--- config.mk ---
export PLATFORM = sky130hd
export DESIGN_NAME = if_stage
export DESIGN_NICKNAME = d
export VERILOG_FILES = /design/src/rtl/if_stage.sv
export SDC_FILE = /design/constraint.sdc
export NUM_CORES = 1
export LEC_CHECK = 0
export BUFFER_PORTS_ARGS = -buffer_cell sky130_fd_sc_hd__buf_2
export CORE_ASPECT_RATIO = 2
export CORE_MARGIN = 5
export CORE_UTILIZATION = 57
export DETAILED_ROUTE_END_ITERATION = 6
export GPL_TIMING_DRIVEN = 0
export MAX_ROUTING_LAYER = met4
export PLACE_DENSITY_LB_ADDON = 0.08
export SYNTH_ARGS = -nofsm -noshare
export SYNTH_HDL_FRONTEND = slang
export SYNTH_SLANG_ARGS = --single-unit
--- constraint.sdc ---
create_clock -name clk -period 4.17 [get_ports clk]
set_input_delay 0.2085 -clock clk [delete_from_list [all_inputs] [get_ports clk]]
set_output_delay 0.2085 -clock clk [all_outputs]
set_load 0.05 [all_outputs]
--- src/rtl/if_stage.sv ---
// Instruction-fetch stage with IF/ID register, one-entry skid buffer for stalls, and redirect/flush.
// Optional macro IF_MISALIGN_TRAP_EN adds misalign_err, flagging redirects to non-word-aligned targets.
module if_stage #(
    parameter logic [31:0] PC_RESET = 32'h0000_0000
) (
    input  logic        clk,
    input  logic        rst_n,
    output logic        imem_req,
    output logic [31:0] imem_addr,
    input  logic [31:0] imem_rdata,
    input  logic        imem_ready,
    input  logic        stall,
    input  logic        flush,
    input  logic        redirect,
    input  logic [31:0] redirect_pc,
    output logic [31:0] id_inst,
    output logic [31:0] id_pc4,
    output logic        id_valid,
    output logic [5:0]  id_OPcode,
    output logic [5:0]  id_Fun
`ifdef IF_MISALIGN_TRAP_EN
    ,
    output logic        misalign_err
`endif
);

    typedef enum logic {FETCH, HOLD} state_t;

    typedef struct packed {
        logic [31:0] inst;
        logic [31:0] pc4;
    } ifid_t;

    state_t      state_q, state_d;
    logic [31:0] pc_q, pc_d, pc_inc;
    ifid_t       id_q, id_d, skid_q, skid_d;
    logic        vld_q, vld_d;
    logic        accept;

    assign pc_inc = pc_q + 32'd4;

    always_comb begin
        state_d   = state_q;
        pc_d      = pc_q;
        id_d      = id_q;
        vld_d     = vld_q;
        skid_d    = skid_q;
        imem_req  = (state_q == FETCH);
        imem_addr = pc_q;
        accept    = imem_req && imem_ready;

        if (redirect) begin
            // Target is forced word-aligned; any word landing this cycle is dropped.
            pc_d      = redirect_pc & ~32'h3;
            vld_d     = 1'b0;
            id_d.inst = '0;
            skid_d    = '0;
            state_d   = FETCH;
        end else if (flush) begin
            vld_d     = 1'b0;
            id_d.inst = '0;
            skid_d    = '0;
            state_d   = FETCH;
            if (accept) pc_d = pc_inc;
        end else if (state_q == HOLD) begin
            if (!stall) begin
                id_d    = skid_q;
                vld_d   = 1'b1;
                state_d = FETCH;
            end
        end else if (accept) begin
            pc_d = pc_inc;
            if (stall) begin
                // Memory already answered; park the word instead of re-fetching it.
                skid_d  = '{inst: imem_rdata, pc4: pc_inc};
                state_d = HOLD;
            end else begin
                id_d  = '{inst: imem_rdata, pc4: pc_inc};
                vld_d = 1'b1;
            end
        end else if (!stall) begin
            vld_d     = 1'b0;
            id_d.inst = '0;
        end
    end

    always_ff @(posedge clk) begin
        if (!rst_n) begin
            state_q <= FETCH;
            pc_q    <= PC_RESET;
            id_q    <= '0;
            vld_q   <= 1'b0;
            skid_q  <= '0;
        end else begin
            state_q <= state_d;
            pc_q    <= pc_d;
            id_q    <= id_d;
            vld_q   <= vld_d;
            skid_q  <= skid_d;
        end
    end

`ifdef IF_MISALIGN_TRAP_EN
    always_ff @(posedge clk) begin
        if (!rst_n) misalign_err <= 1'b0;
        else        misalign_err <= redirect && (redirect_pc[1:0] != 2'b00);
    end
`endif

    assign id_inst   = id_q.inst;
    assign id_pc4    = id_q.pc4;
    assign id_valid  = vld_q;
    assign id_OPcode = id_q.inst[31:26];
    assign id_Fun    = id_q.inst[5:0];

endmodule

# After elaboration in Yosys (flattened, before gate mapping)
# Index checks and enable logic that the tools add are counted.
[totals] input_bits=70 register_bits=162
[op_classes] n_bitwise=4 n_reduce_logical=6 n_mux=17 add_sub_neg=1 n_eq_ne=5
[op_table] operator="$mux 32" count=7
[op_table] operator="$mux 64" count=3
[op_table] operator="$add 32x3->32 const B" count=1
[op_table] operator="$mux 1" count=7
[op_table] operator="$ne 2x2->1 const B" count=3
[op_table] operator="$reduce_and 5->1" count=1
[op_table] operator="$not 1->1" count=4
[op_table] operator="$ne 3x1->1 const B" count=1
[op_table] operator="$ne 3x3->1 const B" count=1
[op_table] operator="$reduce_and 3->1" count=1
[op_table] operator="$reduce_or 3->1" count=1
[op_table] operator="$reduce_bool 2->1" count=1
[op_table] operator="$reduce_or 2->1" count=1
[op_table] operator="$logic_and 1x1->1" count=1

# Depth between registers and ports, before layout
# Gate-level depths: netlist of the first run.
[logic_depth] word_depth=6 depth_mapped=8

# Worst setup path after synthesis of the first run
# OpenSTA, ideal clock, no wires.
[synth_timing] kind="register to register" start="register pc_q[18] (netlist: imem_addr[18])" end="register pc_q[31] (netlist: imem_addr[31])" required_time_ns=4.091 stages_incl_launch_ff=7 synth_period_minus_slack_ns=2.376 setup_ns=0.079 setup_slack_ns=1.794 arrival_ns=2.297 cell_sequence="dfxtp_1 buf_2 and4_1 nand4_2 or4_4 mux2_4 a211oi_2"
[synth_between] elab_chain_cells=5
[synth_rtl] item="from (decl)" line="35" source="logic [31:0] pc_q, pc_d, pc_inc;"
[synth_rtl] item="from (signal assigned)" line="96" source="pc_q <= pc_d;"
[synth_rtl] item="$add 32x3->32 *" line="40" source="assign pc_inc = pc_q + 32'd4;"
[synth_rtl] item="$mux 32 *" line="64, 71"
[synth_rtl] item="$mux 32" line="65" source="end else if (state_q == HOLD) begin"
[synth_rtl] item="$mux 32 *" line="59" source="end else if (flush) begin"
[synth_rtl] item="$mux 32 *" line="52" source="if (redirect) begin"
# Mark *: on every way between the ends. The rest lies on a longest branch, timed or not. The select of a mux whose other input is x is not followed.
# A chain may end at the register's enable or synchronous reset.

# Worst setup path after layout of the first run
[layout_timing] start="register pc_q[2] (netlist: imem_addr[2])" end="register id_q (netlist bit id_pc4[20])"
[layout_between] elab_chain_cells=4
[layout_rtl] item="$add 32x3->32" line="40"
[layout_rtl] item="$mux 64" line="73" source="if (stall) begin"
[layout_rtl] item="$mux 32" line="71" source="end else if (accept) begin"
[layout_rtl] item="$mux 64" line="65"
[layout_rtl] item="to (signal assigned)" line="97" source="id_q <= id_d;"
[layout_rtl] item="to (decl)" line="36" source="ifid_t id_q, id_d, skid_q, skid_d;"
# Every way passes these cells. The select of a mux whose other input is x is not followed.

==> impl_metrics.json, run 1 <==
{
  "status": "finished, final reports clean",
  "hold_viol_final": 0,
  "die_y_um": 168,
  "io_buffers": 170,
  "fmax_mhz": 391,
  "drc_errors": 0,
  "seqPwrFrac_pct": 43.1,
  "avgRoutedWirePerCell_um": 17.4,
  "ir_drop_uv": 294,
  "yosys_register_bits": 156,
  "rrSetupSlack_ns": 1.61,
  "clockPowerShare_pct": 44.5,
  "hp-class": "in2reg",
  "rsz0062_at_grt": "no",
  "post-route-min-period_ns": 2.56,
  "switching_share_pct": 26.9,
  "cts_max_path_buffers": 2,
  "grt_pass1_wl_mm": 34.8,
  "synthFlopType": "dfxtp_1",
  "synth-edff-count": 0,
  "r2r_end": "id_pc4[20]$_SDFFE_PN0P_",
  "dp_hpwl_mm": 16.9,
  "synth.distinct_cells": 45,
  "setup.worst_path.class": "reg2reg",
  "switching_power_mw": 0.979,
  "initial_utilization_pct": 58.1,
  "first_pass_iters": 5,
  "crit_required_ns": 4.51,
  "power_density_mw_per_mm2": 416,
  "worst-path-max-fanout": 10,
  "p_leak_nw": 3.39,
  "cts_htree_levels": 4,
  "tightest_slew_ns": 0.963,
  "clkLatencyLatePin_ns": 0.43,
  "clkTransAtPathRegs_ns": 0.06,
  "ctsResizeCount": 0,
  "critPathCaptureType": "flip-flop",
  "arrival_ns": 2.90,
  "antenna_found_initial": 0,
  "maxCapViolations": 0,
  "pre_cts_slack_ns": 1.66,
  "hold_buffers": 0,
  "area_growth_pct": 23.4,
  "grt_max_degree": 17,
  "grt_pass1_vias": 6972,
  "drt-initial-drc-count": 391,
  "layout_common_cells": "179 x buf_2, 156 x dfxtp_1, 149 x a21oi_1",
  "finalCritPeriodShare_pct": 61.3,
  "slew-limit-headroom_pct": 35.3,
  "clockRootBuffer": "clkbuf_16",
  "drive_above_1_share_pct": 20.3,
  "hp-start": "redirect_pc[3]",
  "overflow": 0,
  "coreArea_mm2": 0.0122,
  "fillers": 1077,
  "holdPathStages": 3,
  "final_common_cell": "buf_2",
  "regToRegStartpoint": "imem_addr[2]$_SDFFE_PN0P_",
  "p_comb_share_pct": 12.3,
  "yosysWarnings": 0,
  "finalSetupViolCount": 0,
  "antenna_left": 0,
  "cts_setup_buffers": 0,
  "synthCells": 924,
  "num_vias": 7298,
  "viasPerCell": 5.71,
  "internal-power_mw": 2.66,
  "cts_made_buffers": 17,
  "skew_ns": 0.0151,
  "rows": 57,
  "track_usage_pct": 30.8,
  "hold_end": "imem_addr[3]$_SDFFE_PN0P_",
  "wirelength_mm": 22.2,
  "r2r_cells": 7,
  "yosysSeqAreaShare_pct": 44.1,
  "netlist_area_mm2": 0.00709,
  "postSynthAreaPerCell_um2": 7.67,
  "cts_sinks": 156,
  "gp_congestion": 0.931,
  "fp.dieW_um": 88.9,
  "die-area_mm2": 0.0149,
  "startpoint_type": "flip-flop",
  "nets": 1187,
  "tns_ns": 0,
  "cts_tree": "done",
  "ioPinCount": 180,
  "slew_viol_final": 0,
  "hold_ws_ns": 0.0185,
  "synth_async_sr_flop_share_pct": 0,
  "postLayoutSetupSlackWorst_ns": 1.61
}
==> worst max path at each step <==
stage | startpoint | endpoint | slack (ns)
4_1_cts | imem_addr[2]$_SDFFE_PN0P_ | id_pc4[20]$_SDFFE_PN0P_ | 1.63
2_1_floorplan | imem_addr[18]$_SDFFE_PN0P_ | imem_addr[31]$_SDFFE_PN0P_ | 1.79
3_5_place_dp | imem_addr[2]$_SDFFE_PN0P_ | imem_addr[24]$_SDFFE_PN0P_ | 1.66
6_report | imem_addr[2]$_SDFFE_PN0P_ | id_pc4[20]$_SDFFE_PN0P_ | 1.61
3_3_place_gp | imem_addr[2]$_SDFFE_PN0P_ | imem_addr[28]$_SDFFE_PN0P_ | 1.66
5_1_grt | imem_addr[2]$_SDFFE_PN0P_ | imem_addr[30]$_SDFFE_PN0P_ | 1.41
==> flip-flops by register name, summed over array words and instances (netlist names) <==
register   flops
id_inst       32
id_pc4        30
id_valid       1
imem_addr     30
skid_q        62
state_q        1
==> stage by stage <==
| step | utilization (%) | cells | instance area (um^2) | total power, mW |
|---|---|---|---|---|
| 2_1_floorplan | - | 927 | 7100 | 1.90 |
| 3_3_place_gp | 66.7 | 1244 | 8140 | 2.04 |
| 3_5_place_dp | 66.7 | 1244 | 8140 | 2.04 |
| 4_1_cts | 71.7 | 1276 | 8740 | 3.64 |
| 5_1_grt | 71.7 | 1276 | 8740 | 3.75 |
| 6_report | 71.7 | 1277 | 8750 | 3.64 |
==> routing by layer <==
layer | track usage, % | vias to the layer above | part of all wire [%]
li1 | - | 3585 | -
met1 | 30.6 | 3355 | 35
met2 | 54.9 | 287 | 54
met3 | 5.31 | 71 | 5.8
met4 | 16.3 | 0 | 5.0
met5 | - | - | 0
==> power groups by stage <==
stage / clock, mW / sequential (mW) / combinational, mW
after CTS: 1.63 / 1.57 / 0.447
after global routing: 1.69 / 1.57 / 0.484
after floorplan: 0 / 1.70 / 0.204
final: 1.62 / 1.57 / 0.449
after global placement: 0 / 1.60 / 0.441
after detailed placement: 0 / 1.60 / 0.444
==> layout make-up <==
class / instances / area [um^2] / share of cell area [%]
repair buffers: 170 / 851 / 9.73
clock inverters: 10 / 165 / 1.89
inverters: 9 / 33.8 / 0.386
plain buffers: 98 / 439 / 5.02
multi-input cells: 664 / 3500 / 40.1
clock buffers: 22 / 444 / 5.08
flip-flops and latches: 156 / 3120 / 35.7
diodes: 1 / 2.50 / 0.0286
well taps: 147 / 184 / 2.10
==> critical path: stages (launching register included) <==
cell and delay (ns):
dfxtp_1 0.51, ha_1 0.32, and4_1 0.35, nand3_1 0.27
clkbuf_1 0.29, nor4_1 0.39, o21ai_0 0.14, a31oi_1 0.20
==> Yosys cell counts (all sizes together) (2+ instances only) <==
master | number | area (um^2)
a31oi | 4 | 25.0
a21oi | 149 | 746
o41ai | 2 | 17.5
and4 | 5 | 46.3
o21ai | 62 | 310
a211o | 2 | 17.5
clkbuf | 65 | 244
nor2 | 71 | 267
nand2 | 145 | 544
or3 | 6 | 37.5
a311oi | 2 | 17.5
nand4 | 13 | 93.8
xnor2 | 39 | 342
mux2i | 3 | 30.0
inv | 8 | 30.0
xor2 | 9 | 78.8
a221oi | 7 | 61.3
and3 | 2 | 12.5
nor4 | 18 | 113
a211oi | 12 | 95.1
o211ai | 10 | 75.1
nor3 | 20 | 100
dfxtp | 156 | 3120
buf | 33 | 195
and2 | 3 | 18.8
nand3 | 61 | 305
o31a | 4 | 35.0
==> cell families (layout without fill, tap and decap cells) <==
family	Yosys count	in the layout	synth area share, %
buffers and inverters	107	309	6.67
XOR/XNOR	48	48	5.93
multiplexers	4	4	0.635
flip-flops	156	156	44.1
AND/OR/NAND/NOR	348	348	22.1
other	1	5	0.0529
AO/OA/AOI/OAI	259	259	20.3
adder cells (fa/ha/maj)	1	1	0.176
Power figures use the tool's default switching activity.
==> inputs of run 2 (changes only) <==
--- a/config.mk
+++ b/config.mk
@@ -8,7 +8,7 @@
 export BUFFER_PORTS_ARGS = -buffer_cell sky130_fd_sc_hd__buf_2
 export CORE_ASPECT_RATIO = 2
 export CORE_MARGIN = 5
-export CORE_UTILIZATION = 57
+export CORE_UTILIZATION = 53
 export DETAILED_ROUTE_END_ITERATION = 6
 export GPL_TIMING_DRIVEN = 0
 export MAX_ROUTING_LAYER = met4
==> constraint.sdc (replaced) <==
create_clock -name clk -period 2.5 [get_ports clk]
set_input_delay 0.125 -clock clk [delete_from_list [all_inputs] [get_ports clk]]
set_output_delay 0.125 -clock clk [all_outputs]
set_load 0.05 [all_outputs]
==> run 2 against run 1 <==
Net effect:
- the run now ends with hold timing left
- count of clock-buffer cells in the layout fell by 3
- utilization rose by 0.065 points
- maximum frequency rose by 12%
- worst setup slack got worse by 1.4 ns
- highest routed layer unchanged
- total power rose by 74%
- worst hold slack got worse by 0.022 ns
- final cell count rose by 4.7%
==> impl_metrics.json, run 2 (synthesized netlist as in run 1, its figures left out) <==
{
  "status": "complete, but fails checks",
  "violations": "hold timing",
  "ir_drop_uv": 476,
  "crit_required_ns": 2.79,
  "tns_ns": 0,
  "antenna_found_initial": 0,
  "top_register": "skid_q",
  "worst-path-max-fanout": 10,
  "drc_errors": 0,
  "drive_above_1_share_pct": 19.9,
  "track_usage_pct": 29.6,
  "layout_common_cells": "179 x buf_2, 156 x dfxtp_1, 149 x a21oi_1",
  "p_leak_nw": 3.66,
  "cts_htree_levels": 4,
  "clkLatencyLatePin_ns": 0.42,
  "rows": 59,
  "coreArea_mm2": 0.0131,
  "clockPowerShare_pct": 45.7,
  "grt_max_degree": 17,
  "largest_reg_flops": 62,
  "power_density_mw_per_mm2": 675,
  "cts_made_buffers": 17,
  "dp_hpwl_mm": 17.2,
  "cts_sinks": 156,
  "r2r_cells": 8,
  "clkTransAtPathRegs_ns": 0.07,
  "area_growth_pct": 32.3,
  "tightest_slew_ns": 1.09,
  "grt_pass1_vias": 7528,
  "cts_setup_buffers": 0,
  "io_buffers": 170,
  "crit_path_start": "imem_addr[4]$_SDFFE_PN0P_",
  "cts_tree": "done",
  "post-route-min-period_ns": 2.28,
  "regToRegStartpoint": "imem_addr[4]$_SDFFE_PN0P_",
  "avgRoutedWirePerCell_um": 17.4,
  "rsz0062_at_grt": "no",
  "switching_power_mw": 1.68,
  "switching_share_pct": 26.5,
  "cts_max_path_buffers": 2,
  "setup.worst_path.class": "reg2reg",
  "drt-initial-drc-count": 365,
  "fmax_mhz": 438,
  "holdPathStages": 3,
  "die-area_mm2": 0.0159,
  "p_comb_share_pct": 13.0,
  "maxCapViolations": 0,
  "grt_pass1_wl_mm": 36.9,
  "hold_ws_ns": -0.00349,
  "initial_utilization_pct": 54.3,
  "nets": 1244,
  "slew_viol_final": 0,
  "gp_congestion": 0.857,
  "num_vias": 7520,
  "ioPinCount": 180,
  "arrival_ns": 2.57,
  "clockRootBuffer": "clkbuf_16",
  "diodes": 0,
  "wirelength_mm": 23.3,
  "critPathCaptureType": "flip-flop",
  "startpoint_type": "flip-flop",
  "finalSetupViolCount": 0,
  "die_y_um": 174,
  "internal-power_mw": 4.65,
  "hold_viol_final": 1,
  "hp-class": "in2reg",
  "finalCritPeriodShare_pct": 91.3,
  "fin_util_pct": 71.8,
  "skew_ns": 0.0140,
  "overflow": 0,
  "hp-start": "redirect_pc[11]",
  "fp.dieW_um": 91.8,
  "final_common_cell": "buf_2",
  "first_pass_iters": 7,
  "antenna_left": 0,
  "seqPwrFrac_pct": 41.3,
  "viasPerCell": 5.62,
  "slew-limit-headroom_pct": 26.6
}
[run 2: worst paths after layout]
path	endpoint	slack, ns
worst max-delay path	id_pc4[23]$_SDFFE_PN0P_	0.22
worst min-delay path	imem_addr[11]$_SDFFE_PN0P_	-0.003
worst max register to register	id_pc4[23]$_SDFFE_PN0P_	0.22
worst min register to register	id_pc4[5]$_SDFFE_PN0P_	0.45
[run 2: power by group through the flow]
stage / Combinational (mW) / Sequential (mW) / Clock, mW
6_report: 0.823 / 2.62 / 2.89
5_1_grt: 0.884 / 2.62 / 3.01
4_1_cts: 0.818 / 2.61 / 2.91
3_5_place_dp: 0.744 / 2.67 / 0
3_3_place_gp: 0.740 / 2.67 / 0
2_1_floorplan: 0.340 / 2.83 / 0
[run 2: timing repair]
action / in CTS / in global routing
hold buffers: 57 / 0
endpoints found under the setup margin: 0 / 15
gates resized for setup: 0 / 4
endpoints found under the hold margin: 57 / 0
[run 2: cell type report]
| type | count | area (um^2) |
|---|---|---|
| clock inverter | 12 | 208 |
| fill | 1116 | 3690 |
| multi-input combinational | 664 | 3510 |
| sequential | 156 | 3120 |
| timing repair buffer | 227 | 1420 |
| clock buffer | 19 | 453 |
| buffer | 98 | 440 |
| inverter | 9 | 33.8 |
| tap | 152 | 190 |
[run 2: metal layers]
layer	up-vias	global-route usage [%]	routed length, um
li1	3703	-	-
met3	77	4.52	1220
met2	295	54.1	12500
met4	0	17.5	1200
met5	-	-	0
met1	3445	28.8	8360
[run 2: metrics by stage]
step / cell area, um^2 / hold slack, ns / total power [mW] / setup slack (ns) / cells
after floorplan: 7100 / 0.261 / 3.17 / 0.124 / 927
after global placement: 8140 / 0.351 / 3.41 / 0.0827 / 1249
after detailed placement: 8140 / 0.377 / 3.41 / 0.0424 / 1249
after CTS: 9370 / 0.00328 / 6.34 / 0.0902 / 1337
after global routing: 9380 / 0.0271 / 6.52 / 0.0620 / 1337
final: 9380 / -0.00349 / 6.33 / 0.218 / 1337
[run 2: worst max-delay path: stages (launching register included)]
cell and delay [ns]:
dfxtp_1 0.35, buf_2 0.19, and4_1 0.22, buf_2 0.18, nand4_2 0.23, clkbuf_1 0.30, nor3_1 0.27, xnor2_1 0.26
o211ai_1 0.15
